$ cat config.mk
export PLATFORM = sky130hd
export DESIGN_NAME = led_display_ctrl
export DESIGN_NICKNAME = d
export VERILOG_FILES = /design/src/rtl/led_display_ctrl.sv
export SDC_FILE = /design/constraint.sdc
export NUM_CORES = 1
export LEC_CHECK = 0
export ABC_AREA = 1
export CAP_MARGIN = 20
export CELL_PAD_IN_SITES_DETAIL_PLACEMENT = 1
export CELL_PAD_IN_SITES_GLOBAL_PLACEMENT = 1
export CORE_MARGIN = 1
export CORE_UTILIZATION = 35
export DETAILED_ROUTE_END_ITERATION = 8
export HOLD_SLACK_MARGIN = 0.03
export PLACE_DENSITY = 0.86
export SETUP_SLACK_MARGIN = 0.05
export SYNTH_ARGS = -nofsm -noshare
export SYNTH_HDL_FRONTEND = slang
export SYNTH_SLANG_ARGS = --single-unit
$ cat constraint.sdc
create_clock -name clk -period 1.4 [get_ports clk]
set_input_delay 0.21 -clock clk [delete_from_list [all_inputs] [get_ports clk]]
set_output_delay 0.21 -clock clk [all_outputs]
set_load 0.01 [all_outputs]
$ cat src/rtl/led_display_ctrl.sv
// Purpose: 4-digit multiplexed 7-segment controller with a two-writer round-robin
//          display register, blanking-gapped digit scan and per-digit blank/blink masks.
// Latency: a write granted on edge k shows on disp_value after edge k, with gnt high
//          during cycle k+1. digit and enable_segments are registered from the state
//          that holds at each edge. Backpressure: a requester holds req/data until its
//          one-cycle gnt. It is not eligible again while its own gnt is high.
//
// Ports:
//   clk, rst           : single clock, synchronous active-high reset
//   req0/data0/gnt0    : CPU write port (16-bit display value)
//   req1/data1/gnt1    : debug monitor write port (16-bit display value)
//   cfg_we/cfg_data    : mask load; [3:0] blank mask, [7:4] blink mask (bit i = digit i)
//   digit              : nibble of the scanned digit, to the hex-to-segment decoder
//   enable_segments    : active-low one-hot digit commons
//   disp_value         : display register readback

module led_display_ctrl #(
    parameter int unsigned DWELL      = 16,  // cycles each digit is lit per slot (>=1)
    parameter int unsigned GAP        = 2,   // all-off cycles after each slot (>=1)
    parameter int unsigned BLINK_BITS = 20   // blink counter width; MSB is blink phase
) (
    input  logic        clk,
    input  logic        rst,
    input  logic        req0,
    input  logic [15:0] data0,
    output logic        gnt0,
    input  logic        req1,
    input  logic [15:0] data1,
    output logic        gnt1,
    input  logic        cfg_we,
    input  logic [7:0]  cfg_data,
    output logic [3:0]  digit,
    output logic [3:0]  enable_segments,
    output logic [15:0] disp_value
);

    // The scan counter is shared by the ON and GAP phases, so it is sized for
    // the longer of the two.
    localparam int unsigned CMAX = (DWELL > GAP) ? DWELL : GAP;
    localparam int unsigned CW   = (CMAX > 1) ? $clog2(CMAX) : 1;

    localparam logic [CW-1:0] DWELL_LAST = CW'(DWELL - 1);
    localparam logic [CW-1:0] GAP_LAST   = CW'(GAP - 1);

    typedef enum logic {
        PH_ON  = 1'b0,
        PH_GAP = 1'b1
    } phase_e;

    // ------------------------------------------------------------------
    // State
    // ------------------------------------------------------------------
    logic                  ptr_q, ptr_d;        // 0: req0 has priority, 1: req1
    logic                  gnt0_q, gnt0_d;
    logic                  gnt1_q, gnt1_d;
    logic [15:0]           disp_q, disp_d;
    logic [3:0]            blank_q, blank_d;
    logic [3:0]            blink_q, blink_d;
    logic [BLINK_BITS-1:0] blink_cnt_q, blink_cnt_d;

    phase_e                phase_q, phase_d;
    logic [1:0]            idx_q, idx_d;
    logic [CW-1:0]         cnt_q, cnt_d;

    logic [3:0]            en_q, en_d;
    logic [3:0]            digit_q, digit_d;

    // ------------------------------------------------------------------
    // Round-robin arbiter and display register
    // ------------------------------------------------------------------
    logic elig0, elig1;
    logic win0, win1;

    // A requester whose grant is still showing is not eligible. This stops a
    // held request from being granted again before the requester has seen the
    // ack, and it limits each port to one grant every two cycles.
    assign elig0 = req0 & ~gnt0_q;
    assign elig1 = req1 & ~gnt1_q;

    assign win0  = elig0 & (~elig1 | ~ptr_q);
    assign win1  = elig1 & (~elig0 |  ptr_q);

    always_comb begin
        ptr_d  = ptr_q;
        disp_d = disp_q;
        gnt0_d = win0;
        gnt1_d = win1;
        if (win0) begin
            disp_d = data0;
            ptr_d  = 1'b1;
        end else if (win1) begin
            disp_d = data1;
            ptr_d  = 1'b0;
        end
    end

    // ------------------------------------------------------------------
    // Configuration masks and blink counter
    // ------------------------------------------------------------------
    always_comb begin
        blank_d     = blank_q;
        blink_d     = blink_q;
        blink_cnt_d = blink_cnt_q + BLINK_BITS'(1);
        if (cfg_we) begin
            blank_d = cfg_data[3:0];
            blink_d = cfg_data[7:4];
        end
    end

    // ------------------------------------------------------------------
    // Scan FSM: ON for DWELL cycles, then GAP for GAP cycles, then next digit
    // ------------------------------------------------------------------
    always_comb begin
        phase_d = phase_q;
        idx_d   = idx_q;
        cnt_d   = cnt_q + CW'(1);
        unique case (phase_q)
            PH_ON: begin
                if (cnt_q == DWELL_LAST) begin
                    phase_d = PH_GAP;
                    cnt_d   = '0;
                end
            end
            PH_GAP: begin
                if (cnt_q == GAP_LAST) begin
                    phase_d = PH_ON;
                    cnt_d   = '0;
                    idx_d   = idx_q + 2'd1;   // 3 wraps to 0
                end
            end
            default: begin
                phase_d = PH_ON;
                cnt_d   = '0;
            end
        endcase
    end

    // ------------------------------------------------------------------
    // Output stage, computed from the state that holds at this edge
    // ------------------------------------------------------------------
    logic blink_phase;
    logic lit;

    assign blink_phase = blink_cnt_q[BLINK_BITS-1];

    always_comb begin
        lit = (phase_q == PH_ON)
              && !blank_q[idx_q]
              && !(blink_q[idx_q] && blink_phase);
        en_d = 4'b1111;
        if (lit) begin
            en_d[idx_q] = 1'b0;
        end
        // Uses the pre-write register, so a new value reaches digit one edge
        // after it lands in disp_value.
        digit_d = disp_q[{idx_q, 2'b00} +: 4];
    end

    // ------------------------------------------------------------------
    // Registers
    // ------------------------------------------------------------------
    always_ff @(posedge clk) begin
        if (rst) begin
            ptr_q       <= 1'b0;
            gnt0_q      <= 1'b0;
            gnt1_q      <= 1'b0;
            disp_q      <= '0;
            blank_q     <= '0;
            blink_q     <= '0;
            blink_cnt_q <= '0;
            phase_q     <= PH_ON;
            idx_q       <= '0;
            cnt_q       <= '0;
            en_q        <= 4'b1111;
            digit_q     <= '0;
        end else begin
            ptr_q       <= ptr_d;
            gnt0_q      <= gnt0_d;
            gnt1_q      <= gnt1_d;
            disp_q      <= disp_d;
            blank_q     <= blank_d;
            blink_q     <= blink_d;
            blink_cnt_q <= blink_cnt_d;
            phase_q     <= phase_d;
            idx_q       <= idx_d;
            cnt_q       <= cnt_d;
            en_q        <= en_d;
            digit_q     <= digit_d;
        end
    end

    assign gnt0            = gnt0_q;
    assign gnt1            = gnt1_q;
    assign disp_value      = disp_q;
    assign enable_segments = en_q;
    assign digit           = digit_q;

endmodule

==> run metrics, run 1 <==
status completed; # setup viols final 0; Remaining DRCs 0; nets 539; width of the die around 93 um; power per cell area ~1100 mW/mm2; Buffers on Ports 70; CP peak stage delay around 0.43 ns; Worst-Margin Slew between 0.4 and 0.5 ns; largest net degree at the start of global routing 23; share of cells above drive strength 1 ~14%; Gate power share 14.7%; initial antenna violation count 0; post-route ant nets 0; Startpoint Class flip-flop; Post-DP HPWL about 6400 um; Switching Power ~1.1 mW; Crit Path Category reg -> reg; worst r2r src blink_cnt_q[12]; chip height roughly 93 um; total track usage roughly a fifth; hold worst-path end blink_q[0]; Root Driver clkbuf_8; FF-to-FF End blink_cnt_q[19]; Slew Limit Headroom between 70% and 80%; CTS clk-pin slew, worst paths 0.07 ns; Final Critical Period between 1 and 1.5 ns; Final GP Congestion about 0.83; endpoint type of the worst setup path flip-flop; critical path's most frequent cell nand2_1; most common cell after layout, fill and taps aside nand3_1; H-tree depth 3; Final Hold Viols 0; drt first pass iters 4; # rows 33; CTS tree done; Max Buffers Root-to-Sink 2; sequential power share a little over two fifths; diode count 0; Netlist Area Pre-Place ~0.003 mm2; post-synthesis sequential area ratio ~42%; critical path's slowest cell dfxtp_1; critical path arrival roughly 1.5 ns; clock skew around 0.010 ns; Pleak 1.820 nW; Mapped Cells approximately 400; commonest non-fill, non-tap cells in the layout nand3_1 (61), nor2_1 (60), dfxtp_1 (57); RSZ-0062 raised after global routing true; cell-by-cell trace of the critical path nand2_1 > nor2_1 > nand2_1 > nor2_4 > nand3_1 > nand2_1 > nor2_1; period utilization about 92%; global-route wire length before repair roughly 14000 um; VDD IR-drop max 381.0 uV; Critical Path Fanout Max 5; CTS Sinks a little over 60; vias a little under 3000; Hold Startpoint cfg_data[4]; R2R depth 7; area grow syn2layout 41.14%; CTS Hold Bufs 0; #FFs+latches synth between 60 and 70; top cell family by delay on the critical path simple AND/OR/NAND/NOR gates; MaxCap Viol Count 0; CP startpoint blink_cnt_q[12]; CP required approximately 1.6 ns; grt ovf 0; Final Max Slew Viols 0; routed len/inst approximately 14 um; DP Area a little under 0.004 mm2; clock power share 41.7%; vias per cell 4.903; r2r setup slk roughly 0.11 ns; final std cell area, no fill between 0.004 and 0.005 mm2; Hold WC Path Type in -> reg; Ys Warns 0; Avg Cell Area, Syn ~7.4 um2; Detailed Route WL 8529 um; syn_nets about 450; switching fraction of total power 24.20%; Pwr Total about 4.4 mW; Cell variety after synth 32; Die Area 0.008739 mm2; worst hold stages 3; Starting Density a little over a third; cts bufs inserted 9; Buf/Inv on CP 0; internal power 3.346 mW; vias in the first global route between 3000 and 4000; drt initial violations 52; Fmax achieved just under 0.8 GHz; I/O pin count a little over 70; Clock Latency Late Sink approximately 0.34 ns; core area 0.008175 mm2
-- worst max path at each step --
stage / endpoint / cells after the start / slack [ns]
finish: blink_cnt_q[19] / 7 / 0.11
global route: blink_cnt_q[19] / 7 / 0.03
CTS: blink_cnt_q[19] / 7 / 0.08
detailed placement: disp_value[4] / 9 / -0.14
global placement: disp_value[0] / 9 / -0.08
floorplan: blink_cnt_q[16] / 8 / 0.15
-- cell type report --
| type | count | area (um2) |
|---|---|---|
| Fill cell | 1042 | 4041 |
| Multi-Input combinational cell | 275 | 1458 |
| Sequential cell | 62 | 1247 |
| Timing Repair Buffer | 93 | 890.9 |
| Inverter | 46 | 172.7 |
| Clock buffer | 13 | 168.9 |
| Tap cell | 105 | 131.4 |
| Clock inverter | 3 | 65.06 |
-- worst min-delay path, stage by stage --
cell and delay (ns):
clkdlybuf4s50_1 0.39, nor2_1 0.10, nor2_1 0.05
-- cells in the mapped netlist --
library cell,instances,area share [%]
ha_1,7,3.0
clkbuf_2,1,0.17
o21bai_1,1,0.26
xor2_1,3,0.90
nand2_4,1,0.38
or2_1,13,2.8
nand2_1,54,6.9
nand3_4,1,0.60
buf_6,3,1.2
nand3_1,62,11
inv_2,3,0.38
buf_2,6,1.0
o21ai_0,25,4.3
dfxtp_1,62,42
nor2_2,2,0.43
nand3_2,1,0.34
buf_4,3,0.77
o211ai_1,3,0.77
nor3_1,1,0.17
nand2_2,4,0.85
nor3b_2,1,0.43
inv_1,42,5.4
clkinv_1,1,0.13
buf_1,1,0.13
nand4_1,2,0.43
a21oi_1,20,3.4
nor2_1,61,7.8
nor2_4,6,2.3
a31oi_1,1,0.21
o21a_1,1,0.26
a21oi_2,2,0.60
nor3b_1,3,0.77
-- per-stage QoR --
stage / instances / TNS (ns) / worst slack, ns / utilization, % / hold WS (ns)
floorplan: 397 / 0 / 0.1491 / - / 0.3449
global placement: 578 / -0.9402 / -0.08015 / 47.29 / 0.4334
detailed placement: 578 / -1.866 / -0.1350 / 47.29 / 0.4480
CTS: 596 / 0 / 0.07841 / 50.26 / 0.4485
global route: 597 / 0 / 0.02518 / 50.57 / 0.4507
finish: 597 / 0 / 0.1070 / 50.57 / 0.4471
-- registers in the layout, summed over array words and instances, names as in the netlist --
register         count
cnt_q                4
gnt0                 1
digit                4
enable_segments      4
ptr_q                1
blink_q              4
disp_value          16
blank_q              4
blink_cnt_q         20
gnt1                 1
idx_q                2
phase_q              1
-- routing by layer --
layer | share of wire, % | GRT usage (%) | up-vias
li1 | - | - | 1455
met1 | 43 | 23.15 | 1387
met2 | 50 | 36.15 | 70
met3 | 4.7 | 4.959 | 15
met4 | 1.9 | 9.359 | 0
met5 | 0 | 0 | -
-- power by group through the flow --
stage / Combinational [mW] / Sequential (mW) / Clock (mW)
3_3_place_gp: 0.654 / 1.96 / 0
4_1_cts: 0.653 / 1.92 / 1.86
3_5_place_dp: 0.676 / 1.96 / 0
2_1_floorplan: 0.292 / 1.97 / 0
5_1_grt: 0.718 / 1.93 / 1.95
6_report: 0.647 / 1.92 / 1.84
-- kinds of logic (layout without fill, tap and decap cells) --
group,Yosys count,after routing,share of synthesized area [%]
buf+inv,60,155,9.141
fa+ha+maj,7,7,2.990
compound gates,53,53,9.783
flops,62,62,42.38
simple gates,212,212,34.81
xor+xnor,3,3,0.8972
-- repair_timing --
item                       4_1_cts  5_1_grt
gates cloned                     0        0
pin swaps                        3        4
setup buffers                    2        1
setup endpoints to repair       30       10
resized for setup               33        5
No activity file was read; power rests on OpenSTA's default activity.
==> run 2, diff against run 1 <==
--- a/config.mk
+++ b/config.mk
@@ -6,11 +6,13 @@
 export NUM_CORES = 1
 export LEC_CHECK = 0
 export ABC_AREA = 1
+export ABC_CLOCK_PERIOD_IN_PS = 1400
 export CAP_MARGIN = 20
 export CELL_PAD_IN_SITES_DETAIL_PLACEMENT = 1
 export CELL_PAD_IN_SITES_GLOBAL_PLACEMENT = 1
 export CORE_MARGIN = 1
 export CORE_UTILIZATION = 35
+export CTS_CLUSTER_DIAMETER = 50
 export DETAILED_ROUTE_END_ITERATION = 8
 export HOLD_SLACK_MARGIN = 0.03
 export PLACE_DENSITY = 0.86
==> results of run 2 <==
The final DEF is identical to that of run 1; final timing and power are the same.
==> run 3, diff against run 2 <==
--- a/config.mk
+++ b/config.mk
@@ -13,7 +13,9 @@
 export CORE_MARGIN = 1
 export CORE_UTILIZATION = 35
 export CTS_CLUSTER_DIAMETER = 50
+export CTS_CLUSTER_SIZE = 30
 export DETAILED_ROUTE_END_ITERATION = 8
+export GPL_TIMING_DRIVEN = 0
 export HOLD_SLACK_MARGIN = 0.03
 export PLACE_DENSITY = 0.86
 export SETUP_SLACK_MARGIN = 0.05
==> run 3 against run 2 <==
Net effect: critical path depth up 1; highest routed layer unchanged; first-iteration DRC count up 63%; die area unchanged; sequential share of layout area up 0.53 points; combinational power down 3%; non-clock buffer count down 3; clock power up 7%; final cell count down 0.50%; clock skew down 0.0026 ns.
==> run metrics, run 3 (synthesis results as in run 1) <==
CTS tree done; Buffers on Ports 69 (-1.4%); Root Driver clkbuf_8; Clock Latency Late Sink 0.35 ns (about the same); endpoint type of the worst setup path flip-flop; global-route wire length before repair 13860 um (+0.45%); Final Hold Viols 0 (unchanged); chip height 93.48 um (unchanged); # setup viols final 0 (unchanged); CTS Sinks 62 (unchanged); Starting Density 35.83% (unchanged); diode count 0 (unchanged); Hold WC Path Type in -> reg; post-route insts no fill 594 (-0.50%); Hold Startpoint rst; fill count 1042 (unchanged); critical path's most frequent cell nor2_1; Layout Utilization 50.05% (-0.52 points); width of the die 93.48 um (unchanged); critical path's slowest cell dfxtp_4; period utilization 92.77% (+0.41 points); Worst-Margin Slew 0.5424 ns (+0.1247 ns); drt first pass iters 4 (unchanged); vias per cell 4.884 (-0.39%); cell-by-cell trace of the critical path buf_4 > inv_1 > nor2_1 > nand3_2 > nor2_4 > nand3_1 > nand2_1 > nor2_1; Post-DP HPWL 6271 um (-1.6%); final std cell area, no fill 0.004091 mm2 (-1.0%); Detailed Route WL 8447 um (-0.96%); grt ovf 0 (unchanged); Final GP Congestion 0.7736 (-6.7%); routed len/inst 14.22 um (-0.46%); commonest non-fill, non-tap cells in the layout nand3_1 (60), nor2_1 (60), dfxtp_1 (56); critical path arrival 1.53 ns (about the same); Startpoint Class flip-flop; CP required 1.63 ns (about the same); vias in the first global route 3020 (+0.17%); min setup slack post-route 0.1012 ns (-0.005745 ns); top cell family by delay on the critical path simple AND/OR/NAND/NOR gates; worst r2r src blink_cnt_q[0]; Slew Limit Headroom 63.84% (-8.3 points); total track usage 20.63% (+0.15 points); share of cells above drive strength 1 14.31% (+0.49 points); H-tree depth 3 (unchanged); Buf/Inv on CP 2 (+2); Largest register FFs 20 (unchanged); Critical Path Fanout Max 3 (-2); Die Area 0.008739 mm2 (unchanged); CP startpoint blink_cnt_q[0]; Crit Path Category reg -> reg; Placed Cells 571 (-1.2%); power per cell area 1102 mW/mm2 (+3.2%); Final Max Slew Viols 0 (unchanged); initial antenna violation count 0 (unchanged); vias 2901 (-0.89%); CP peak stage delay 0.37 ns (-0.06 ns); VDD IR-drop max 344.1 uV (-9.7%); status completed; Final Critical Period 1.299 ns (+0.005745 ns); clock skew 0.007692 ns (-0.002616 ns); drt initial violations 85 (+63%); core area 0.008175 mm2 (unchanged); DP Worst Slack -0.2510 ns (-0.1160 ns); I/O pin count 71 (unchanged); RSZ-0062 raised after global routing false; DP Area 0.003751 mm2 (-3.0%); nets 536 (-0.56%); Top reg by flops blink_cnt_q; # rows 33 (unchanged); Pleak 1.795 nW (-1.4%); Remaining DRCs 0 (unchanged); MaxCap Viol Count 0 (unchanged); Fmax achieved 0.7699 GHz (-0.44%); largest net degree at the start of global routing 12 (-48%); CTS clk-pin slew, worst paths 0.07 ns (about the same); Max Buffers Root-to-Sink 2 (unchanged); CTS Hold Bufs 0 (unchanged); post-route ant nets 0 (unchanged); cts bufs inserted 9 (unchanged); area grow syn2layout 39.68%
-- run 3: cell types whose count changed in the layout (fill, tap and decap cells not counted), sizes merged --
cell,previous run,this run
buf,23,20
clkdlybuf4s50,44,43
clkinvlp,0,1
clkinv,2,1
inv,45,44
clkbuf,13,15
-- run 3: where the power goes --
group          internal (mW)  leakage [nW]  switching, mW  total, mW
registers               1.85         0.512         0.0690       1.92
clock network           1.25         0.129          0.710       1.96
logic                  0.317          1.15          0.310      0.628
total                   3.42          1.80           1.09       4.51
-- run 3: layout make-up --
| type | instances | area (um2) | share of cell area, % |
|---|---|---|---|
| multi-input cells | 275 | 1464 | 35.78 |
| repair buffers | 76 | 710.7 | 17.37 |
| plain buffers | 14 | 100.1 | 2.446 |
| flip-flops and latches | 62 | 1256 | 30.70 |
| well taps | 105 | 131.4 | 3.211 |
| clock buffers | 14 | 192.7 | 4.709 |
| inverters | 46 | 176.4 | 4.312 |
| clock inverters | 2 | 60.06 | 1.468 |
-- run 3: through the flow --
step,TNS (ns),total power [mW],hold WS (ns)
2_1_floorplan,0,2.264,0.3449
3_3_place_gp,-2.810,2.580,0.4328
3_5_place_dp,-4.078,2.608,0.4568
4_1_cts,0,4.527,0.1921
5_1_grt,0,4.690,0.2030
6_report,0,4.508,0.1893
-- run 3: repair_timing --
item                       CTS  global route
buffers inserted             3             4
resized for setup           33            20
pin swaps                    3             6
setup endpoints to repair   35            15
hold endpoints to repair     0             0
-- run 3: final timing paths --
check / to / slack, ns / cells after the start
max reg2reg: blink_cnt_q[19] / 0.10 / 8
min: digit[2] / 0.19 / 2
max: blink_cnt_q[19] / 0.10 / 8
min reg2reg: blink_cnt_q[5] / 0.46 / 1
-- run 3: metal layers --
layer / share of wire (%) / global-route usage [%]
met2: 51 / 36.70
met4: 1.6 / 8.846
met3: 5.4 / 5.366
met1: 42 / 23.09
met5: 0 / 0
